===== config.mk =====
export PLATFORM = sky130hd
export DESIGN_NAME = bit_splitter
export DESIGN_NICKNAME = d
export VERILOG_FILES = /design/src/rtl/bitsplit_pkg.sv /design/src/rtl/bit_splitter.sv
export SDC_FILE = /design/constraint.sdc
export NUM_CORES = 1
export LEC_CHECK = 0
export ABC_AREA = 1
export CORE_UTILIZATION = 25
export CTS_CLUSTER_DIAMETER = 120
export CTS_CLUSTER_SIZE = 28
export DETAILED_ROUTE_END_ITERATION = 8
export PLACE_DENSITY_LB_ADDON = 0.25
export SKIP_LAST_GASP = 1
export SLEW_MARGIN = 20
export SYNTH_ARGS = -nofsm -noshare
export SYNTH_HDL_FRONTEND = slang
export SYNTH_SLANG_ARGS = --single-unit

===== constraint.sdc =====
create_clock -name clk -period 2.3 [get_ports clk]
set_input_delay 0.345 -clock clk [delete_from_list [all_inputs] [get_ports clk]]
set_output_delay 0.345 -clock clk [all_outputs]
set_load 0.01 [all_outputs]

===== src/rtl/bitsplit_pkg.sv =====
// Shared types and constants for the bit splitter and its downstream even/odd SIPO.
package bitsplit_pkg;

  typedef enum logic [0:0] {
    IDLE  = 1'b0,
    SHIFT = 1'b1
  } state_e;

  localparam int DEFAULT_WORD_W = 8;

  // Lane-select encoding on outt, interpreted identically by the SIPO.
  localparam logic LANE_EVE = 1'b0;
  localparam logic LANE_ODD = 1'b1;

endpackage


===== src/rtl/bit_splitter.sv =====
// Serialises a parallel word one bit per clock onto alternating even/odd lanes.
// Optional MSB_FIRST_EN macro: present in_data MSB first instead of LSB first.
module bit_splitter
  import bitsplit_pkg::*;
#(
  parameter int WORD_W = DEFAULT_WORD_W,
  parameter int CNT_W  = $clog2(WORD_W)
) (
  input  logic              clk,
  input  logic              reset_n,
  input  logic              in_valid,
  output logic              in_ready,
  input  logic [WORD_W-1:0] in_data,
  output logic              dataeve,
  output logic              dataodd,
  output logic              outt,
  output logic              bit_valid,
  output logic              frame_done
);

  if ((WORD_W < 2) || ((WORD_W % 2) != 0)) begin : g_bad_word_w
    $error("bit_splitter: WORD_W must be even and >= 2");
  end

  localparam logic [CNT_W-1:0] LAST_CNT = CNT_W'(WORD_W - 1);

  // Bit leaving the shift register next.
  function automatic logic head_bit(input logic [WORD_W-1:0] w);
`ifdef MSB_FIRST_EN
    return w[WORD_W-1];
`else
    return w[0];
`endif
  endfunction

  // Shift register contents after one bit has been presented.
  function automatic logic [WORD_W-1:0] advance(input logic [WORD_W-1:0] w);
`ifdef MSB_FIRST_EN
    return {w[WORD_W-2:0], 1'b0};
`else
    return {1'b0, w[WORD_W-1:1]};
`endif
  endfunction

  state_e            state_r;
  state_e            next_state_s;
  logic [CNT_W-1:0]  cnt_r;
  logic [CNT_W-1:0]  cnt_nxt_s;
  logic [CNT_W-1:0]  cnt_inc_s;
  logic [WORD_W-1:0] shreg_r;
  logic [WORD_W-1:0] shreg_nxt_s;
  logic              dataeve_nxt_s;
  logic              dataodd_nxt_s;
  logic              outt_nxt_s;
  logic              bit_valid_nxt_s;
  logic              frame_done_nxt_s;
  logic              last_s;
  logic              accept_s;

  // cnt_r is the index of the bit currently on the outputs.
  assign last_s    = (state_r == SHIFT) && (cnt_r == LAST_CNT);
  assign in_ready  = (state_r == IDLE) || last_s;
  assign accept_s  = in_valid && in_ready;
  assign cnt_inc_s = cnt_r + CNT_W'(1);

  // Next-state and next-output decode.
  always_comb begin
    next_state_s     = state_r;
    cnt_nxt_s        = cnt_r;
    shreg_nxt_s      = shreg_r;
    dataeve_nxt_s    = dataeve;
    dataodd_nxt_s    = dataodd;
    outt_nxt_s       = outt;
    bit_valid_nxt_s  = 1'b0;
    frame_done_nxt_s = 1'b0;
    if (accept_s) begin
      // Also covers the back-to-back case on the last-bit cycle.
      next_state_s    = SHIFT;
      cnt_nxt_s       = {CNT_W{1'b0}};
      shreg_nxt_s     = advance(in_data);
      dataeve_nxt_s   = head_bit(in_data);
      outt_nxt_s      = LANE_EVE;
      bit_valid_nxt_s = 1'b1;
    end else if ((state_r == SHIFT) && !last_s) begin
      cnt_nxt_s        = cnt_inc_s;
      shreg_nxt_s      = advance(shreg_r);
      outt_nxt_s       = cnt_inc_s[0];
      bit_valid_nxt_s  = 1'b1;
      frame_done_nxt_s = (cnt_inc_s == LAST_CNT);
      if (cnt_inc_s[0] == LANE_ODD) begin
        dataodd_nxt_s = head_bit(shreg_r);
      end else begin
        dataeve_nxt_s = head_bit(shreg_r);
      end
    end else if (state_r == SHIFT) begin
      next_state_s = IDLE;
    end else begin
      next_state_s = IDLE;
    end
  end

  // State, counter, shift register and registered outputs.
  always_ff @(posedge clk or negedge reset_n) begin
    if (!reset_n) begin
      state_r    <= IDLE;
      cnt_r      <= {CNT_W{1'b0}};
      shreg_r    <= {WORD_W{1'b0}};
      dataeve    <= 1'b0;
      dataodd    <= 1'b0;
      outt       <= 1'b0;
      bit_valid  <= 1'b0;
      frame_done <= 1'b0;
    end else begin
      state_r    <= next_state_s;
      cnt_r      <= cnt_nxt_s;
      shreg_r    <= shreg_nxt_s;
      dataeve    <= dataeve_nxt_s;
      dataodd    <= dataodd_nxt_s;
      outt       <= outt_nxt_s;
      bit_valid  <= bit_valid_nxt_s;
      frame_done <= frame_done_nxt_s;
    end
  end

endmodule


==> results_dict.tcl, run 1 <==
set metrics [dict create \
    cts_tree "done" \
    die-width_um 57.57 \
    hold_viol 0 \
    root_buffer "clkbuf_4" \
    drt_iter0_drc 14 \
    drive_gt1_share_pct 30.85 \
    power.share.sequential_pct 40.0 \
    die_y_um 57.57 \
    cts_post_setup_buffers_inserted 0 \
    cts.clk_slew.worst_paths_ps 90 \
    fin_ws_ps 176.3 \
    place_ws_ps 484.1 \
    switching_share_pct 39.93 \
    cts.sinks 15 \
    portBuffers 16 \
    clkPwrFrac_pct 14.2 \
    grt_first_pass_wirelength_um 2484 \
    cp_num_cells 5 \
    ys_ff_latch 15 \
    worst_pin_slew_ps 685.0 \
    power_mw 1.076 \
    ioPinCount 17 \
    grt_pass1_vias 589 \
    violations "design-rule violations" \
    p_per_area_nw_per_um2 1114 \
    worstSetupEndpointType "output pin" \
    cts_hold_buf 0 \
    maxCapViolCount 0 \
    crit_path_start "cnt_r[0]" \
    clock_latency_ps 280 \
    routed_wl_um 1399 \
    fin_crit_ps 2124 \
    path_max_fanout 6 \
    overflow 0 \
    clk_path_buf_depth 2 \
    area_delta_synth_final_pct 25.12 \
    critPathMaxStageDelay_ps 490 \
    synth_largest_area_cell "dfrtp_1" \
    diodes 0 \
    antenna_left 0 \
    crit_buf_inv 2 \
    cp.required_ps 1960 \
    r2r_setup_slack_ps 730 \
    rows 19 \
    path_cells "ha_1 > ha_1 > inv_2 > nand2_4 > clkdlybuf4s50_1" \
    drc 1 \
    numCtsBuffers 3 \
    start_util_pct 27.29 \
    cpMostUsedCell "ha_1" \
    timing.slew.headroom_pct 54.19 \
    drv_slew 0 \
    routedWlPerCell_um 11.19 \
    num_vias 542 \
    p_int_mw 0.6462 \
    final_common_cell "nand2_1" \
    synth_warnings 0 \
    hpwl_um 984.7 \
    dr.pass1.iters 5 \
    grt_max_degree 16 \
    r2r-end "cnt_r[1]" \
    viasPerCell 4.336 \
    track_usage_pct 10.25 \
    worstSetupEndpoint "in_ready" \
    cp_slowest_cell "clkdlybuf4s50_1" \
    p_sw_mw 0.4295 \
    yosys.area.top_type_share_pct 48.62 \
    vdd_drop_max_v 0.0003000 \
    htreeDepth 1 \
    final_area_um2 965.9 \
    path_class "reg2out" \
    synth_cells 76 \
    startpoint_type "register" \
    p_leak_nw 0.4825 \
    reg2reg_depth 8 \
    final_cell_mix "22 x nand2_1, 16 x clkdlybuf4s50_1, 15 x dfrtp_1" \
    whs_ps 469.4 \
    cts_resized 0 \
    gp_congestion 0.7233 \
    setup_viol 0 \
    yosys-top-cells-area "dfrtp_1 49%, nand2_1 11%, nand2_2 8.9%" \
    syn_avg_cell_area_um2 10.16 \
    max_freq_mhz 470.9 \
    fin_skew_ps 4.781 \
    rsz0062_at_grt "no" \
    synth-seq-area-share_pct 48.62 \
    cp.arrival_ps 1780 \
    tns_ps 0 \
    nets 109 \
    status "complete, but fails checks" \
    fin_crit_sh_pct 92.34 \
    rr_startpoint "cnt_r[0]" \
    dieArea_um2 3314 \
    place_area_um2 939.7 \
    power_frac_comb_pct 45.9 \
    synth_cell_types 16 \
    coreArea_um2 2829 \
    cp_top_family "buffers and inverters" \
    syn-cell-area_um2 772.0 \
    synth_nets 90 \
    hp-class "in2async" \
    antenna_found_initial 0 \
]
[power groups by stage]
| stage | combinational [mW] | clock, mW | sequential (mW) |
|---|---|---|---|
| 2_1_floorplan | 0.369 | 0 | 0.439 |
| 4_1_cts | 0.503 | 0.161 | 0.429 |
| 3_5_place_dp | 0.500 | 0 | 0.434 |
| 5_1_grt | 0.558 | 0.174 | 0.442 |
| 3_3_place_gp | 0.502 | 0 | 0.430 |
| 6_report | 0.493 | 0.153 | 0.430 |
[cell type report]
| type | count | area, um^2 |
|---|---|---|
| repair buffers | 16 | 160.2 |
| fillers | 289 | 1863 |
| well taps | 31 | 38.79 |
| multi-input cells | 53 | 337.8 |
| inverters | 6 | 27.53 |
| clock buffers | 4 | 26.28 |
| flip-flops and latches | 15 | 375.4 |
[cell usage after synthesis]
| master | number |
|---|---|
| inv_6 | 1 |
| nor2_1 | 1 |
| nand3_1 | 3 |
| nand2_4 | 4 |
| buf_6 | 1 |
| o21ai_0 | 1 |
| nand2_1 | 22 |
| inv_2 | 2 |
| buf_12 | 1 |
| nand3_2 | 6 |
| ha_1 | 3 |
| inv_1 | 3 |
| nor2_4 | 1 |
| a21oi_2 | 1 |
| dfrtp_1 | 15 |
| nand2_2 | 11 |
[worst min path at each step]
stage | from | endpoint | slack, ps
final | reset_n | shreg_r[6] | 470
after global routing | reset_n | frame_done | 500
after CTS | reset_n | frame_done | 490
after detailed placement | shreg_r[6] | shreg_r[6] | 470
after global placement | dataodd | dataodd | 460
after floorplan | reset_n | bit_valid | 50
[registers in the layout (all words and copies together) (netlist names)]
signal,flops
cnt_r,3
shreg_r,7
dataodd,1
frame_done,1
state_r,1
dataeve,1
bit_valid,1
[per-layer routing]
layer,vias to the layer above,global-route usage (%),routed length [um]
li1,270,-,-
met1,252,12.48,696
met2,18,15.95,591
met3,2,4.989,97
met4,0,3.136,13
met5,-,0,0
[stage by stage]
stage,util (%),std cells
global placement,33.22,121
global route,34.14,125
CTS,34.14,125
floorplan,-,76
detailed placement,33.22,121
finish,34.14,125
[kinds of logic after synthesis]
logic type | count (synthesis) | synth area share [%]
simple gates | 48 | 37.11
flops | 15 | 48.62
buf+inv | 8 | 7.618
fa+ha+maj | 3 | 4.863
compound gates | 2 | 1.782
(Power assumes the default switching activity.)
==> run 2, diff against run 1 <==
SKIP_CTS_REPAIR_TIMING = 1   (was unset)
SLEW_MARGIN = unset   (was 20)
==> results of run 2 <==
Final layout, timing and power as in run 1 (identical DEF).
==> run 3, diff against run 2 <==
SKIP_CTS_REPAIR_TIMING = unset   (was 1)
==> results of run 3 <==
Final layout, timing and power as in run 1 (identical DEF).
